===== src/rtl/axi_read_arbiter.sv =====
// axi_read_arbiter
//
// Shares one AXI read channel (AR/R) between the instruction-side and data-side
// SRAM-like read ports of the CPU bus interface.
//   - Round-robin grant between the two requesters; each AR carries a fixed
//     per-requester ID and R beats are routed back by RID.
//   - Per-requester outstanding-read counters cap in-flight reads.
//   - A read whose word address matches an in-flight data write is held off.
//   - Sticky error flag for unknown RID, RID with nothing outstanding, or a
//     non-OKAY read response.
//
// Ports
//   clock, reset                 system clock, async active-high reset
//   inst_* / data_*              requester ports (req/addr/size in, addr_ok/data_ok/rdata out)
//   write_pending, write_address in-flight write from the write-channel logic
//   axi_read_address_*           AXI AR channel (master side)
//   axi_read_data_*              AXI R channel (master side)
//   error                        sticky protocol/response error
module axi_read_arbiter #(
    parameter int unsigned MAX_OUTSTANDING = 2,
    parameter logic [3:0]  INST_ID         = 4'd0,
    parameter logic [3:0]  DATA_ID         = 4'd1
) (
    input  logic        clock,
    input  logic        reset,

    input  logic        inst_req,
    input  logic [31:0] inst_addr,
    input  logic [1:0]  inst_size,
    output logic        inst_addr_ok,
    output logic        inst_data_ok,
    output logic [31:0] inst_rdata,

    input  logic        data_req,
    input  logic [31:0] data_addr,
    input  logic [1:0]  data_size,
    output logic        data_addr_ok,
    output logic        data_data_ok,
    output logic [31:0] data_rdata,

    input  logic        write_pending,
    input  logic [31:0] write_address,

    output logic [3:0]  axi_read_address_id,
    output logic [31:0] axi_read_address,
    output logic [7:0]  axi_read_address_length,
    output logic [2:0]  axi_read_address_size,
    output logic [1:0]  axi_read_address_burst,
    output logic        axi_read_address_valid,
    input  logic        axi_read_address_ready,

    input  logic [3:0]  axi_read_data_id,
    input  logic [31:0] axi_read_data,
    input  logic [1:0]  axi_read_data_response,
    input  logic        axi_read_data_last,
    input  logic        axi_read_data_valid,
    output logic        axi_read_data_ready,

    output logic        error
);

    localparam int unsigned CW = $clog2(MAX_OUTSTANDING + 1);
    localparam logic [CW-1:0] MAX_CNT = CW'(MAX_OUTSTANDING);

    typedef enum logic {
        LastInst,
        LastData
    } last_grant_e;

    last_grant_e last_grant_q, last_grant_d;

    logic [CW-1:0] inst_count_q, inst_count_d;
    logic [CW-1:0] data_count_q, data_count_d;

    logic [3:0]  arid_q, arid_d;
    logic [31:0] araddr_q, araddr_d;
    logic [2:0]  arsize_q, arsize_d;
    logic        arvalid_q, arvalid_d;

    logic error_q, error_d;

    logic hazard_inst, hazard_data;
    logic elig_inst, elig_data;
    logic slot_free;
    logic grant_inst, grant_data;
    logic r_inst, r_data;
    logic done_inst, done_data;
    logic err_now;

    // Byte-lane bits of the write address are irrelevant to the word match.
    logic unused_write_lanes;
    assign unused_write_lanes = ^write_address[1:0];

    // ------------------------------------------------------------------
    // Request side: hazard, eligibility, round-robin grant
    // ------------------------------------------------------------------
    assign hazard_inst = write_pending && (inst_addr[31:2] == write_address[31:2]);
    assign hazard_data = write_pending && (data_addr[31:2] == write_address[31:2]);

    assign elig_inst = inst_req && (inst_count_q < MAX_CNT) && !hazard_inst;
    assign elig_data = data_req && (data_count_q < MAX_CNT) && !hazard_data;

    // AR register may be reloaded when empty or being consumed this cycle.
    assign slot_free = !arvalid_q || axi_read_address_ready;

    // On a tie the requester not granted last time wins.
    assign grant_inst = slot_free && elig_inst && (!elig_data || last_grant_q == LastData);
    assign grant_data = slot_free && elig_data && (!elig_inst || last_grant_q == LastInst);

    assign inst_addr_ok = grant_inst;
    assign data_addr_ok = grant_data;

    // ------------------------------------------------------------------
    // Response side: routing by RID, completion, error detection
    // ------------------------------------------------------------------
    assign r_inst = axi_read_data_valid && (axi_read_data_id == INST_ID);
    assign r_data = axi_read_data_valid && (axi_read_data_id == DATA_ID);

    assign inst_data_ok = r_inst;
    assign data_data_ok = r_data;
    assign inst_rdata   = axi_read_data;
    assign data_rdata   = axi_read_data;

    // A completion with nothing outstanding is flagged but never decrements.
    assign done_inst = r_inst && axi_read_data_last && (inst_count_q != '0);
    assign done_data = r_data && axi_read_data_last && (data_count_q != '0);

    assign err_now = axi_read_data_valid &&
                     ((!r_inst && !r_data) ||
                      (r_inst && inst_count_q == '0) ||
                      (r_data && data_count_q == '0) ||
                      (axi_read_data_response != 2'b00));

    assign axi_read_data_ready = !reset;

    // ------------------------------------------------------------------
    // AR channel outputs
    // ------------------------------------------------------------------
    assign axi_read_address_id     = arid_q;
    assign axi_read_address        = araddr_q;
    assign axi_read_address_length = 8'd0;
    assign axi_read_address_size   = arsize_q;
    assign axi_read_address_burst  = 2'b01;
    assign axi_read_address_valid  = arvalid_q;
    assign error                   = error_q;

    // ------------------------------------------------------------------
    // Next-state logic
    // ------------------------------------------------------------------
    always_comb begin
        arid_d       = arid_q;
        araddr_d     = araddr_q;
        arsize_d     = arsize_q;
        arvalid_d    = arvalid_q;
        last_grant_d = last_grant_q;

        if (grant_inst) begin
            arid_d       = INST_ID;
            araddr_d     = inst_addr;
            arsize_d     = {1'b0, inst_size};
            arvalid_d    = 1'b1;
            last_grant_d = LastInst;
        end else if (grant_data) begin
            arid_d       = DATA_ID;
            araddr_d     = data_addr;
            arsize_d     = {1'b0, data_size};
            arvalid_d    = 1'b1;
            last_grant_d = LastData;
        end else if (slot_free) begin
            arvalid_d    = 1'b0;
        end
    end

    // Issue and completion in the same cycle cancel out.
    always_comb begin
        inst_count_d = inst_count_q;
        if (grant_inst && !done_inst) begin
            inst_count_d = inst_count_q + CW'(1);
        end else if (!grant_inst && done_inst) begin
            inst_count_d = inst_count_q - CW'(1);
        end
    end

    always_comb begin
        data_count_d = data_count_q;
        if (grant_data && !done_data) begin
            data_count_d = data_count_q + CW'(1);
        end else if (!grant_data && done_data) begin
            data_count_d = data_count_q - CW'(1);
        end
    end

    assign error_d = error_q || err_now;

    // ------------------------------------------------------------------
    // State registers
    // ------------------------------------------------------------------
    always_ff @(posedge clock or posedge reset) begin
        if (reset) begin
            arid_q       <= '0;
            araddr_q     <= '0;
            arsize_q     <= '0;
            arvalid_q    <= 1'b0;
            last_grant_q <= LastInst;
            inst_count_q <= '0;
            data_count_q <= '0;
            error_q      <= 1'b0;
        end else begin
            arid_q       <= arid_d;
            araddr_q     <= araddr_d;
            arsize_q     <= arsize_d;
            arvalid_q    <= arvalid_d;
            last_grant_q <= last_grant_d;
            inst_count_q <= inst_count_d;
            data_count_q <= data_count_d;
            error_q      <= error_d;
        end
    end

endmodule


===== config.mk =====
export PLATFORM = sky130hd
export DESIGN_NAME = axi_read_arbiter
export DESIGN_NICKNAME = d
export VERILOG_FILES = /design/src/rtl/axi_read_arbiter.sv
export SDC_FILE = /design/constraint.sdc
export NUM_CORES = 1
export LEC_CHECK = 0
export CORE_ASPECT_RATIO = 0.5
export CORE_MARGIN = 2
export CORE_UTILIZATION = 34
export CTS_CLUSTER_DIAMETER = 100
export CTS_CLUSTER_SIZE = 40
export DETAILED_ROUTE_END_ITERATION = 8
export PLACE_DENSITY = 0.93
export SLEW_MARGIN = 10
export SYNTH_ARGS = -nofsm -noshare
export SYNTH_HDL_FRONTEND = slang
export SYNTH_SLANG_ARGS = --single-unit

===== constraint.sdc =====
create_clock -name clock -period 3 [get_ports clock]
set_clock_uncertainty 0.2 [all_clocks]
set_input_delay 0.6 -clock clock [delete_from_list [all_inputs] [get_ports clock]]
set_output_delay 0.6 -clock clock [all_outputs]
set_load 0.02 [all_outputs]

==> results of run 1 <==
==> logic make-up (layout without fill, tap and decap cells) <==
logic type	Yosys count	in the layout	share of synthesized area
buf+inv	194	313	0.318
compound gates	41	41	0.124
fa+ha+maj	2	2	0.00748
flops	41	41	0.307
simple gates	38	38	0.0688
xor+xnor	66	66	0.173
other cells	2	14	0.00225
==> registers in the layout, indices dropped and copies added, names as in the netlist <==
| name | flops |
|---|---|
| error | 1 |
| axi_read_address_valid | 1 |
| axi_read_address | 32 |
| inst_count_q | 2 |
| last_grant_q | 1 |
| data_count_q | 2 |
| axi_read_address_size | 2 |
==> power groups by stage <==
stage | logic (mW) | registers (mW) | clock network (mW)
floorplan | 0.830 | 1.26 | 0
global route | 2.10 | 1.03 | 0.563
detailed placement | 1.87 | 0.998 | 0
finish | 1.97 | 0.992 | 0.516
CTS | 1.89 | 0.992 | 0.534
global placement | 1.84 | 0.985 | 0
==> Yosys cell counts <==
master	count
conb_1	2
a21o_1	1
nor2_4	1
nand3_1	1
buf_6	4
ha_1	2
o311ai_0	1
and3_1	1
nor2_1	7
and3b_1	1
o211ai_1	2
inv_1	105
nand3b_1	2
a21oi_1	1
dfrtp_1	41
or4_4	1
buf_4	79
nand2_1	2
nor4_1	7
or4b_2	1
a2bb2oi_4	1
xor2_1	30
xnor2_1	36
a211oi_2	1
nand4_1	11
nand2b_1	1
buf_2	6
nor3_1	2
a222oi_1	34
==> critical path, cell delays in order <==
cell and delay, ns:
buf_4 0.13, xnor2_2 0.17, nand4_1 0.12, or4_4 0.55, o211ai_1 0.26, and3_4 0.27, buf_6 0.12
==> cell type report <==
class | count | area share
inverter | 105 | 0.0776
timing repair buffer | 200 | 0.347
clock buffer | 6 | 0.0254
multi-input combinational | 161 | 0.313
sequential | 41 | 0.202
tap | 135 | 0.0333
clock inverter | 2 | 0.00197
==> repair_timing <==
action / in CTS / in global routing
endpoints found under the setup margin: 43 / 8
setup buffers: 3 / 4
gates cloned: 0 / 1
pin swaps: 42 / 46
hold buffers: 0 / 0
resized for setup: 185 / 105
==> cells in the final DEF (no fill, tap or decap), types with 2 or more instances in the layout <==
cell type          n
nor3_1             2
xnor2_1           16
clkdlybuf4s15_1    9
xor2_2             9
dlygate4sd2_1     20
clkdlybuf4s50_1   59
clkinv_2           2
nor4_2             7
clkbuf_2          30
buf_4             42
buf_2             11
nand3b_1           2
clkdlybuf4s15_2    6
buf_12             3
a222oi_1          34
xnor2_2           19
conb_1            14
clkbuf_16          6
nor2_1             6
nand2_1            2
o211ai_1           2
dlymetal6s2s_1    11
dfrtp_1           41
nand4_1           11
inv_1            104
buf_6              7
xor2_1            21
ha_1               2
==> metrics by stage <==
step                TNS, ns  instances  utilization  instance area [sq um]
finish              -0.0305        650        0.534                   5080
global route         -0.251        650        0.534                   5080
CTS                 -0.0874        645        0.526                   5000
detailed placement   -24.01        635        0.499                   4740
global placement     -24.80        635        0.499                   4740
floorplan                 0        396            -                   3390
==> how the worst max path moves through the flow <==
stage                                start              end  slack (ns)  cells past startpoint
after floorplan              inst_addr[19]  data_count_q[1]        0.17                     10
after global placement       inst_addr[19]     data_addr_ok       -1.05                      7
after detailed placement     inst_addr[19]     data_addr_ok       -1.04                      7
after CTS                    data_addr[26]     inst_addr_ok       -0.03                      7
after global routing         data_addr[27]     inst_addr_ok       -0.12                      8
final                     write_address[3]     inst_addr_ok       -0.03                      7
==> per-layer routing <==
layer / vias up / track usage / routed length [um] / share of wire
li1: 1403 / - / - / -
met5: - / 0 / 0 / 0
met4: 0 / 0.0734 / 358 / 0.032
met1: 1411 / 0.243 / 4380 / 0.39
met3: 31 / 0.0534 / 776 / 0.069
met2: 140 / 0.352 / 5780 / 0.51
==> flow_metrics.tcl, run 1 <==
set metrics [dict create \
    hold_class "flip-flop to flip-flop" \
    required_ns 2.20 \
    hpwlAfterDp_mm 8.25 \
    drtIter0Drc 291 \
    insertion_delay_ns 0.28 \
    cts_max_path_buffers 2 \
    grt_pass1_wl_mm 16.2 \
    min-delay-start "error" \
    clock-sinks 41 \
    whs_path_depth 1 \
    cp-start-kind "input port" \
    slew_headroom 0.627 \
    root_buffer "clkbuf_16" \
    status "complete, but fails checks" \
    grt_max_degree 42 \
    worstSetupPathType "input port to output pin" \
    fp.dieArea_sq_mm 0.0107 \
    hold_ws_ns 0.306 \
    setup_viol 1 \
    ys_top_cells_by_area "dfrtp_1 31%, buf_4 18%, inv_1 12%, a222oi_1 10%, xnor2_1 9.4%" \
    p_int_mw 2.10 \
    synth.avg_cell_area_sq_um 8.71 \
    nets 662 \
    synth_area_leader_cell "dfrtp_1" \
    dr.pass1.iters 8 \
    final_max_slew_viol_count 0 \
    grt_pass1_vias 3039 \
    drive_above_1_share 0.295 \
    ir_drop_v 0.000317 \
    synthDominantCellAreaShare 0.307 \
    seq_area_sq_mm 0.00103 \
    seqPwrFrac 0.286 \
    critPathMaxFanout 2 \
    min_to "error" \
    tightest_slew_ns 0.559 \
    start_util 0.352 \
    r2r-end "data_count_q[1]" \
    total_power_mw 3.47 \
    die_x_um 144 \
    ys_types 29 \
    pwr_density_cell_mw_per_mm2 684 \
    cp-end-kind "output pin" \
    place_ws_ns -1.04 \
    antenna_cells 0 \
    cts_made_buffers 5 \
    path_clk_slew_ns 0.06 \
    cp.arrival_ns 2.23 \
    final-hold-violation-count 0 \
    max_freq_mhz 330 \
    period_needed_ns 3.03 \
    track_usage 0.201 \
    post-route-period-util 1.01 \
    area_growth_pct 51.8 \
    htreeDepth 2 \
    reg2reg_setup_slack_ns 0.89 \
    die_h_um 74.1 \
    clkPwrFrac 0.149 \
    switchingPower_mw 1.38 \
    vias 2985 \
    antenna_found_initial 0 \
    row_count 25 \
    pwr-share-comb 0.566 \
    n_fill_cell 848 \
    overflow 0 \
    io_pins 266 \
    synth_seq_area_share 0.307 \
    leakagePower_nw 2.68 \
    syn-cell-area_sq_mm 0.00334 \
    yosys_register_bits 41 \
    fin_ws_ns -0.0305 \
    multi_input_area_sq_mm 0.00159 \
    rsz0062_at_grt "yes" \
    routedWlPerCell_um 17.4 \
    port_buffers 153 \
    vias_per_cell 4.59 \
    gp_congestion 0.914 \
    drcViolationCount 0 \
    ys_warn_count 0 \
    coreArea_sq_mm 0.00951 \
    crit-reg2reg-launch "axi_read_address_valid" \
    r2r_cells 9 \
    cts_tree "done" \
    cap_violations 0 \
    antenna_left 0 \
    violations "setup timing" \
    sw_frac_of_total 0.396 \
    syn_inst 384 \
    postRouteWirelength_mm 11.3 \
]
(Power assumes the default switching activity.)
==> run 2, diff against run 1 <==
- GPL_TIMING_DRIVEN: unset -> 0
- SLEW_MARGIN: 10 -> unset
==> flow_metrics.tcl, run 2 (synthesis results as in run 1) <==
set metrics [dict create \
    nets 778 \
    antenna_found_initial 1 \
    required_ns 2.20 \
    dpl_cell_area_sq_mm 0.00575 \
    ir_drop_v 0.000334 \
    vias_per_cell 4.79 \
    drcViolationCount 0 \
    min_to "error" \
    grt_pass1_wl_mm 20.1 \
    die_h_um 74.1 \
    largest_reg_flops 32 \
    grt_max_degree 27 \
    root_buffer "clkbuf_16" \
    cp-start-kind "input port" \
    rsz0062_at_grt "yes" \
    cp.arrival_ns 2.22 \
    period_needed_ns 3.02 \
    total_power_mw 3.75 \
    path_clk_slew_ns 0.06 \
    htreeDepth 2 \
    clkPwrFrac 0.142 \
    design_area_sq_mm 0.00613 \
    cap_violations 0 \
    cts_tree "done" \
    leakagePower_nw 3.13 \
    routedWlPerCell_um 18.6 \
    critPathMaxFanout 2 \
    postRouteWirelength_mm 14.3 \
    reg2reg_setup_slack_ns 0.70 \
    port_buffers 217 \
    crit-reg2reg-launch "axi_read_address_valid" \
    die_x_um 144 \
    overflow 0 \
    crit_start "inst_addr[29]" \
    setup_viol 2 \
    violations "setup timing" \
    insertion_delay_ns 0.28 \
    start_util 0.352 \
    cts_max_path_buffers 2 \
    sw_frac_of_total 0.418 \
    layout_commonest_cell "clkdlybuf4s50_1" \
    row_count 25 \
    gp_congestion 0.986 \
    cp-end-kind "output pin" \
    fin_ws_ns -0.0184 \
    mostFrequentLayoutCells "121 x clkdlybuf4s50_1, 104 x inv_1, 91 x buf_4" \
    max_freq_mhz 331 \
    whs_path_depth 1 \
    drive_above_1_share 0.330 \
    hpwlAfterDp_mm 10.5 \
    p_int_mw 2.18 \
    n_fill_cell 763 \
    clock-sinks 41 \
    vias 3673 \
    hold_buffers 0 \
    r2r_cells 9 \
    drtIter0Drc 352 \
    io_pins 266 \
    min-delay-start "error" \
    antenna_left 0 \
    coreArea_sq_mm 0.00951 \
    pwr_density_cell_mw_per_mm2 613 \
    fin_util 0.644 \
    status "complete, but fails checks" \
    switchingPower_mw 1.57 \
    r2r-end "data_count_q[1]" \
    worstSetupPathType "input port to output pin" \
    seqPwrFrac 0.269 \
    area_growth_pct 83.2 \
    grt_pass1_vias 3775 \
    post-route-period-util 1.01 \
    final_max_slew_viol_count 0 \
    final-hold-violation-count 0 \
    fp.dieArea_sq_mm 0.0107 \
    cts_made_buffers 5 \
    hold_class "flip-flop to flip-flop" \
    pwr-share-comb 0.589 \
    track_usage 0.253 \
    dr.pass1.iters 8 \
]
run 2: cell count changes in the layout (fill, tap and decap cells not counted), moves of 3 or more:
cell and change:
dlygate4sd2_1 +8, xnor2_1 -3, buf_2 +27, buf_6 +3, clkdlybuf4s50_1 +62, dlymetal6s2s_1 -9, clkbuf_2 -26, clkdlybuf4s15_2 +3
buf_4 +49, xnor2_4 +3
run 2: cell type report:
cell class	count	area, sq um	share of cell area
sequential	41	1030	0.167
clock buffer	6	129	0.0210
antenna	1	2.50	0.000408
multi-input combinational	161	1640	0.268
buffer	87	652	0.106
clock inverter	2	10.0	0.00163
timing repair buffer	229	2100	0.342
inverter	105	399	0.0651
tap	135	169	0.0276
run 2: routing by layer:
layer,GRT usage,wire length [um]
met5,0,0
met4,0.138,616
met3,0.0489,1040
met2,0.483,7650
met1,0.272,4960
run 2: stage by stage:
stage	setup slack, ns	TNS, ns	hold slack, ns	std cells
after global placement	-1.71	-30.15	0.239	748
after CTS	-0.0168	-0.0258	0.268	766
final	-0.0184	-0.0276	0.324	767
after detailed placement	-1.68	-28.68	0.254	749
after global routing	-0.0880	-0.270	0.336	767
after floorplan	0.168	0	0.276	396
run 2: worst max path at each step:
stage	to	slack [ns]	depth (start not counted)
after global placement	data_addr_ok	-1.71	8
after floorplan	data_count_q[1]	0.17	10
final	data_addr_ok	-0.02	8
after global routing	data_addr_ok	-0.09	9
after detailed placement	data_addr_ok	-1.68	8
after CTS	inst_addr_ok	-0.02	10
run 2: repair_timing:
| action | in CTS | in global routing |
|---|---|---|
| buffers inserted | 9 | 2 |
| resized for setup | 308 | 29 |
| pin swaps | 61 | 25 |
| cloned | 0 | 0 |
| endpoints found under the setup margin | 45 | 7 |
run 2: worst max-delay path, stage by stage:
cell	delay [ns]
dlygate4sd2_1	0.29
xor2_2	0.20
nor4_2	0.31
nand4_1	0.16
buf_4	0.18
a211oi_4	0.23
buf_6	0.15
buf_6	0.11
run 2: power by group through the flow:
stage          sequential [mW]  combinational, mW  clock [mW]
6_report                  1.01               2.21       0.533
3_5_place_dp              1.00               2.12           0
2_1_floorplan             1.26              0.830           0
4_1_cts                  0.998               2.19       0.531
3_3_place_gp             0.986               2.07           0
5_1_grt                   1.04               2.32       0.569
